### src/rtl/spi_seq_pkg.sv
// Shared types and widths for the SPI burst sequencer.
// Imported by the FIFO, the interface and the top.
package spi_seq_pkg;

  localparam int SPI_BYTE_W = 8;
  localparam int SPI_LEN_W  = 8;

  typedef enum logic [2:0] {
    IDLE,
    SETUP,
    START,
    WAIT,
    STORE,
    GAP
  } seq_state_t;

endpackage

### src/rtl/spi_burst_sequencer_if.sv
// Command, TX and RX streams between upstream logic and the sequencer.
// master drives commands/TX bytes and consumes RX bytes.
interface spi_burst_sequencer_if;
  import spi_seq_pkg::*;

  logic                  cmd_valid;
  logic                  cmd_ready;
  logic [SPI_LEN_W-1:0]  cmd_len;
  logic                  tx_valid;
  logic                  tx_ready;
  logic [SPI_BYTE_W-1:0] tx_data;
  logic                  rx_valid;
  logic                  rx_ready;
  logic [SPI_BYTE_W-1:0] rx_data;

  modport master (
    output cmd_valid, cmd_len, tx_valid, tx_data, rx_ready,
    input  cmd_ready, tx_ready, rx_valid, rx_data
  );

  modport slave (
    input  cmd_valid, cmd_len, tx_valid, tx_data, rx_ready,
    output cmd_ready, tx_ready, rx_valid, rx_data
  );

endinterface

### src/rtl/spi_seq_fifo.sv
// Synchronous valid/ready FIFO with occupancy count.
// DEPTH must be a power of two so the pointers wrap naturally.
module spi_seq_fifo #(
  parameter  int DEPTH = 8,
  parameter  int W     = 8,
  localparam int AW    = $clog2(DEPTH),
  localparam int CW    = AW + 1
) (
  input  logic          clk,
  input  logic          rst,
  input  logic          in_valid,
  output logic          in_ready,
  input  logic [W-1:0]  in_data,
  output logic          out_valid,
  input  logic          out_ready,
  output logic [W-1:0]  out_data,
  output logic [CW-1:0] count
);

  logic [W-1:0]  mem [DEPTH];
  logic [AW-1:0] wr_ptr;
  logic [AW-1:0] rd_ptr;
  logic          push;
  logic          pop;

  assign in_ready  = (count != CW'(DEPTH));
  assign out_valid = (count != '0);
  assign push      = in_valid && in_ready;
  assign pop       = out_valid && out_ready;
  assign out_data  = mem[rd_ptr];

  always_ff @(posedge clk or posedge rst) begin
    if (rst) begin
      wr_ptr <= '0;
      rd_ptr <= '0;
      count  <= '0;
    end else begin
      if (push) wr_ptr <= wr_ptr + 1'b1;
      if (pop)  rd_ptr <= rd_ptr + 1'b1;
      count <= count + {{(CW-1){1'b0}}, push}
                     - {{(CW-1){1'b0}}, pop};
    end
  end

  always_ff @(posedge clk) begin
    if (push) mem[wr_ptr] <= in_data;
  end

endmodule

### src/rtl/spi_burst_sequencer.sv
// Burst sequencer: feeds the byte engine from a TX FIFO,
// collects replies in an RX FIFO, frames the burst with cs_n.
module spi_burst_sequencer
  import spi_seq_pkg::*;
#(
  parameter int FIFO_DEPTH = 8,
  parameter int CS_GAP     = 2
) (
  input  logic                  clk,
  input  logic                  rst,
  spi_burst_sequencer_if.slave  bus,
  output logic                  byte_start,
  output logic [SPI_BYTE_W-1:0] byte_tx,
  input  logic                  byte_done,
  input  logic [SPI_BYTE_W-1:0] byte_rx,
  output logic                  cs_n,
  output logic                  busy
);

  localparam int CW = $clog2(FIFO_DEPTH) + 1;
  localparam logic [CW-1:0] FULL_C = CW'(FIFO_DEPTH);
  localparam logic [15:0] GAP_LAST = 16'(CS_GAP - 1);

  seq_state_t state;
  seq_state_t state_nx;

  logic [SPI_LEN_W-1:0]  remaining;
  logic [15:0]           gap_cnt;
  logic                  tx_vld;
  logic [SPI_BYTE_W-1:0] tx_head;
  logic [CW-1:0]         tx_cnt;
  logic                  rx_rdy;
  logic [CW-1:0]         rx_cnt;
  logic                  accept;
  logic                  go;
  logic                  tx_pop;
  logic                  rx_push;

  spi_seq_fifo #(.DEPTH(FIFO_DEPTH), .W(SPI_BYTE_W)) u_tx_fifo (
    .clk       (clk),
    .rst       (rst),
    .in_valid  (bus.tx_valid),
    .in_ready  (bus.tx_ready),
    .in_data   (bus.tx_data),
    .out_valid (tx_vld),
    .out_ready (tx_pop),
    .out_data  (tx_head),
    .count     (tx_cnt)
  );

  spi_seq_fifo #(.DEPTH(FIFO_DEPTH), .W(SPI_BYTE_W)) u_rx_fifo (
    .clk       (clk),
    .rst       (rst),
    .in_valid  (rx_push),
    .in_ready  (rx_rdy),
    .in_data   (byte_rx),
    .out_valid (bus.rx_valid),
    .out_ready (bus.rx_ready),
    .out_data  (bus.rx_data),
    .count     (rx_cnt)
  );

  // Launch only when the reply already has a slot reserved.
  assign accept = (state == IDLE) && bus.cmd_valid
                  && (bus.cmd_len != '0);
  assign go     = (tx_cnt != '0) && (rx_cnt < FULL_C);

  always_ff @(posedge clk or posedge rst) begin
    if (rst) state <= IDLE;
    else     state <= state_nx;
  end

  always_comb begin
    state_nx = state;
    unique case (state)
      IDLE:    if (accept) state_nx = SETUP;
      SETUP:   if (go) state_nx = START;
      START:   state_nx = WAIT;
      WAIT:    if (byte_done) state_nx = STORE;
      STORE:   state_nx = (remaining == '0) ? GAP : SETUP;
      GAP:     if (gap_cnt == GAP_LAST) state_nx = IDLE;
      default: state_nx = IDLE;
    endcase
  end

  always_comb begin
    bus.cmd_ready = (state == IDLE);
    busy          = (state != IDLE);
    byte_start    = (state == START);
    cs_n          = !(state inside {SETUP, START, WAIT, STORE});
    tx_pop        = (state == SETUP) && go && tx_vld;
    rx_push       = (state == WAIT) && byte_done && rx_rdy;
  end

  always_ff @(posedge clk or posedge rst) begin
    if (rst) begin
      remaining <= '0;
      byte_tx   <= '0;
      gap_cnt   <= '0;
    end else begin
      if (accept)       remaining <= bus.cmd_len;
      else if (rx_push) remaining <= remaining - 1'b1;
      if (tx_pop) byte_tx <= tx_head;
      if (state == GAP) gap_cnt <= gap_cnt + 1'b1;
      else              gap_cnt <= '0;
    end
  end

endmodule
### src/flat_wrapper.sv
// flat-port wrapper written by rule: the top's interface ports become plain ports
module spi_burst_sequencer_flat import spi_seq_pkg::*;
#(
  parameter int FIFO_DEPTH = 8,
  parameter int CS_GAP     = 2
)
  (clk, rst, byte_start, byte_tx, byte_done, byte_rx, cs_n, busy, bus_cmd_valid, bus_cmd_len, bus_tx_valid, bus_tx_data, bus_rx_ready, bus_cmd_ready, bus_tx_ready, bus_rx_valid, bus_rx_data);
  spi_burst_sequencer_if bus_i ();
  input  logic clk;
  input  logic rst;
  output logic byte_start;
  output logic [SPI_BYTE_W-1:0] byte_tx;
  input  logic byte_done;
  input  logic [SPI_BYTE_W-1:0] byte_rx;
  output logic cs_n;
  output logic busy;
  input wire logic [$bits(bus_i.cmd_valid)-1:0] bus_cmd_valid;
  input wire logic [$bits(bus_i.cmd_len)-1:0] bus_cmd_len;
  input wire logic [$bits(bus_i.tx_valid)-1:0] bus_tx_valid;
  input wire logic [$bits(bus_i.tx_data)-1:0] bus_tx_data;
  input wire logic [$bits(bus_i.rx_ready)-1:0] bus_rx_ready;
  output wire logic [$bits(bus_i.cmd_ready)-1:0] bus_cmd_ready;
  output wire logic [$bits(bus_i.tx_ready)-1:0] bus_tx_ready;
  output wire logic [$bits(bus_i.rx_valid)-1:0] bus_rx_valid;
  output wire logic [$bits(bus_i.rx_data)-1:0] bus_rx_data;
  assign bus_i.cmd_valid = bus_cmd_valid;
  assign bus_i.cmd_len = bus_cmd_len;
  assign bus_i.tx_valid = bus_tx_valid;
  assign bus_i.tx_data = bus_tx_data;
  assign bus_i.rx_ready = bus_rx_ready;
  assign bus_cmd_ready = bus_i.cmd_ready;
  assign bus_tx_ready = bus_i.tx_ready;
  assign bus_rx_valid = bus_i.rx_valid;
  assign bus_rx_data = bus_i.rx_data;
  spi_burst_sequencer #(.FIFO_DEPTH(FIFO_DEPTH), .CS_GAP(CS_GAP)) u_core (.clk(clk), .rst(rst), .bus(bus_i), .byte_start(byte_start), .byte_tx(byte_tx), .byte_done(byte_done), .byte_rx(byte_rx), .cs_n(cs_n), .busy(busy));
endmodule
### config.mk
export PLATFORM = sky130hd
export DESIGN_NAME = spi_burst_sequencer_flat
export DESIGN_NICKNAME = d
export VERILOG_FILES = /design/src/rtl/spi_seq_pkg.sv /design/src/rtl/spi_burst_sequencer_if.sv /design/src/rtl/spi_seq_fifo.sv /design/src/rtl/spi_burst_sequencer.sv /design/src/flat_wrapper.sv
export SDC_FILE = /design/constraint.sdc
export NUM_CORES = 1
export LEC_CHECK = 0
export ABC_AREA = 1
export CAP_MARGIN = 15
export CELL_PAD_IN_SITES_DETAIL_PLACEMENT = 1
export CELL_PAD_IN_SITES_GLOBAL_PLACEMENT = 1
export CORE_UTILIZATION = 42
export CTS_CLUSTER_DIAMETER = 50
export DETAILED_ROUTE_END_ITERATION = 8
export GPL_TIMING_DRIVEN = 0
export HOLD_SLACK_MARGIN = 0.06
export PLACE_DENSITY = 0.78
export SETUP_SLACK_MARGIN = 0.15
export SLEW_MARGIN = 5
export SYNTH_ARGS = -nofsm -noshare
export SYNTH_HDL_FRONTEND = slang
export SYNTH_HIERARCHICAL = 1
export SYNTH_SLANG_ARGS = --single-unit
### constraint.sdc
create_clock -name clk -period 2.2 [get_ports clk]
set_input_delay 0.66 -clock clk [delete_from_list [all_inputs] [get_ports clk]]
set_output_delay 0.66 -clock clk [all_outputs]
set_load 0.02 [all_outputs]
==> impl_metrics.tcl <==
set metrics [dict create \
    status "finished with violations" \
    violations "negative setup slack" \
    crit_path_end_kind "primary output" \
    nets 1137 \
    yosysTopAreaCell "edfxtp_1" \
    die_w_um 148 \
    cts.sinks 183 \
    synth_area_per_cell_sq_um 9.37 \
    first_pass_iters 5 \
    die_h_um 148 \
    yosysUniqueCellTypes 35 \
    tightestPinTransition_ps 830 \
    grt_remaining_overflow 0 \
    io_pins 52 \
    drive_gt1_share_pct 26.1 \
    ir_drop_uv 590 \
    cpMaxStageDelayCell "dfrtp_1" \
    cts_buffer_depth 2 \
    skew_ps 11.3 \
    p_leak_nw 5.34 \
    syn_area_sq_um 8930 \
    clk_pin_slew_ps 80 \
    grt_first_pass_wirelength_um 40500 \
    cp_data_required_time_ps 1540 \
    startpoint_type "register" \
    switching_share_pct 42.4 \
    synthTopCellsByArea "edfxtp_1 43%, dfrtp_1 15%, nand2_1 12%, inv_1 7.6%, nand3_1 5.1%" \
    maxCapViolCount 0 \
    root_buffer "clkbuf_16" \
    layout_common_cells "243 x nand2_1, 166 x inv_1, 128 x edfxtp_1" \
    final_common_cell "nand2_1" \
    synthCells 954 \
    clock.fmax_mhz 416 \
    p_switching_mw 6.79 \
    arrival_ps 1740 \
    critPathMaxFanout 8 \
    min_period_over_period_pct 109 \
    num_antenna_cells 0 \
    internal-power_mw 9.22 \
    first_global_vias 7589 \
    vias_per_cell 5.21 \
    min-delay-path-class "reg2reg" \
    synth_edf_count 128 \
    setup_ws_ps -202 \
    drc 0 \
    clkLatencyLatePin_ps 440 \
    rows 52 \
    initial_utilization_pct 43.5 \
    rsz0062_at_grt "yes" \
    ys.flop_type "edfxtp_1" \
    finalHoldViolations 0 \
    postCtsHoldBufs 0 \
    dr_total_vias 7124 \
    crit_chain "buf_6 -> inv_12 -> buf_12 -> nand2_4 -> nand3_2 -> nand2_2 -> nand2_1 -> nand2_1 -> buf_6" \
    path_class "reg2out" \
    slew_headroom_pct 44.6 \
    ys.warnings.count 6 \
    setup_violations 11 \
    seq_power_share_pct 29.8 \
    fin_crit_ps 2400 \
    portBuffers 51 \
    grt_antenna_before_repair 0 \
    clock_tree.htree_level_count 4 \
    drtIter0Drc 476 \
    syn_nets 1006 \
    syn_to_final_growth_pct 31.3 \
    synth_top_area_share_pct 43.0 \
    numCtsBuffers 17 \
    coreArea_sq_um 20600 \
    globalRouteTotalUtil_pct 24.8 \
    grt_max_degree 36 \
    drt_wl_total_um 27900 \
    powerDensity_nw_per_um2 1360 \
    routabilityCongestion 0.762 \
    final_util_pct 57.1 \
    cts_tree "built" \
    dp_slack_ps -734 \
    async_reset_ff_share_pct 30.1 \
    yosysSeqAreaShare_pct 58.4 \
    dieArea_sq_um 21900 \
    drtAntennaViolNets 0 \
    hpwl_um 15700 \
    routedWlPerCell_um 20.4 \
    combPwrFrac_pct 50.9 \
    synth-seq-cells 183 \
    drv_slew 0 \
    max_stage_delay_ps 420 \
    clockPowerShare_pct 19.4 \
]
==> synthesized netlist by cell type (3+ instances only) <==
cell and number:
nand2_1 279, inv_1 180, edfxtp_1 128, nand3_1 91, dfrtp_1 55, nor2_1 41
nand2_2 26, ha_1 20, nor3_1 20, o21ai_0 18, a21oi_1 15, xor2_1 12
buf_4 10, buf_6 10, buf_2 5, inv_2 5, nand4_1 5, xnor2_1 5
nor2_4 3, nor3_2 3, o21ai_1 3
==> registers in the layout (all words and copies together), names as in the netlist, 4 cells and up <==
name                    cells
u_core/byte_tx              8
u_core/u_rx_fifo/mem       64
u_core/u_tx_fifo/mem       64
u_core/u_rx_fifo/count      4
u_core/u_tx_fifo/count      4
u_core/gap_cnt             16
u_core/remaining            8
==> final timing paths <==
kind	startpoint	end	slack (ps)	depth (start not counted)
setup / recovery	u_core/u_rx_fifo/rd_ptr[0]$_DFFE_PP0P_	bus_rx_data[2]	-200	9
hold / removal	u_core/gap_cnt[0]$_DFF_PP0_	u_core/gap_cnt[0]$_DFF_PP0_	510	1
setup reg to reg	u_core/state[2]$_DFFE_PP0P_	u_core/u_tx_fifo/count[1]$_DFF_PP0_	0	11
hold reg to reg	u_core/gap_cnt[0]$_DFF_PP0_	u_core/gap_cnt[0]$_DFF_PP0_	510	1
max in group asynchronous	rst	u_core/state[2]$_DFFE_PP0P_	780	2
min in group asynchronous	rst	u_core/u_rx_fifo/rd_ptr[1]$_DFFE_PP0P_	690	2
==> what timing repair did <==
| item | 4_1_cts | 5_1_grt |
|---|---|---|
| buffers inserted | 31 | 20 |
| endpoints found under the setup margin | 136 | 102 |
| pin swaps | 35 | 38 |
| gates resized for setup | 170 | 77 |
| gates cloned | 3 | 1 |
==> cells by family (layout without fill, tap and decap cells) <==
logic type	count (synthesis)	in the layout	synth area share, %
simple gates	479	479	23.9
flops	183	183	58.4
fa+ha+maj	22	22	3.25
buf+inv	214	358	10.5
xor+xnor	17	17	1.67
compound gates	39	39	2.25
==> through the flow <==
| step | hold WS [ps] | setup TNS [ps] | power (mW) | instance area (sq um) | instances |
|---|---|---|---|---|---|
| after floorplan | 452 | 0 | 8.55 | 9070 | 954 |
| after global placement | 465 | -101930 | 10.3 | 9920 | 1275 |
| after detailed placement | 471 | -62020 | 10.6 | 9980 | 1281 |
| after CTS | 489 | -1490 | 14.8 | 11200 | 1347 |
| after global routing | 555 | -2570 | 16.8 | 11700 | 1368 |
| final | 510 | -1650 | 16.0 | 11700 | 1368 |
==> layout make-up <==
cell class	instances	area (sq um)
sequential	183	5220
inverter	189	754
buffer	25	285
clock inverter	15	156
multi-input combinational	557	3410
fill	2267	8830
timing repair buffer	112	1140
tap	270	338
clock buffer	17	425
==> power by group through the flow <==
stage          logic (mW)  clock network [mW]  registers [mW]
2_1_floorplan        3.81                   0            4.75
3_3_place_gp         5.54                   0            4.74
3_5_place_dp         5.79                   0            4.77
4_1_cts              6.97                3.10            4.71
5_1_grt              8.71                3.27            4.82
6_report             8.15                3.10            4.77
==> layer usage <==
layer  vias up  GRT usage, %  share of wire, %
met5         -             0                 0
met3        64          3.27               3.4
li1       3266             -                 -
met4         0          11.8               3.3
met2       194          46.2                54
met1      3600          28.0                39
==> critical path: cells and delay by family, from the launching register on <==
family | cells | cell delay [ps]
AND/OR/NAND/NOR | 5 | 310
buffers and inverters | 4 | 560
flip-flops | 1 | 420
Note: power is estimated with default switching activity, not from simulation.
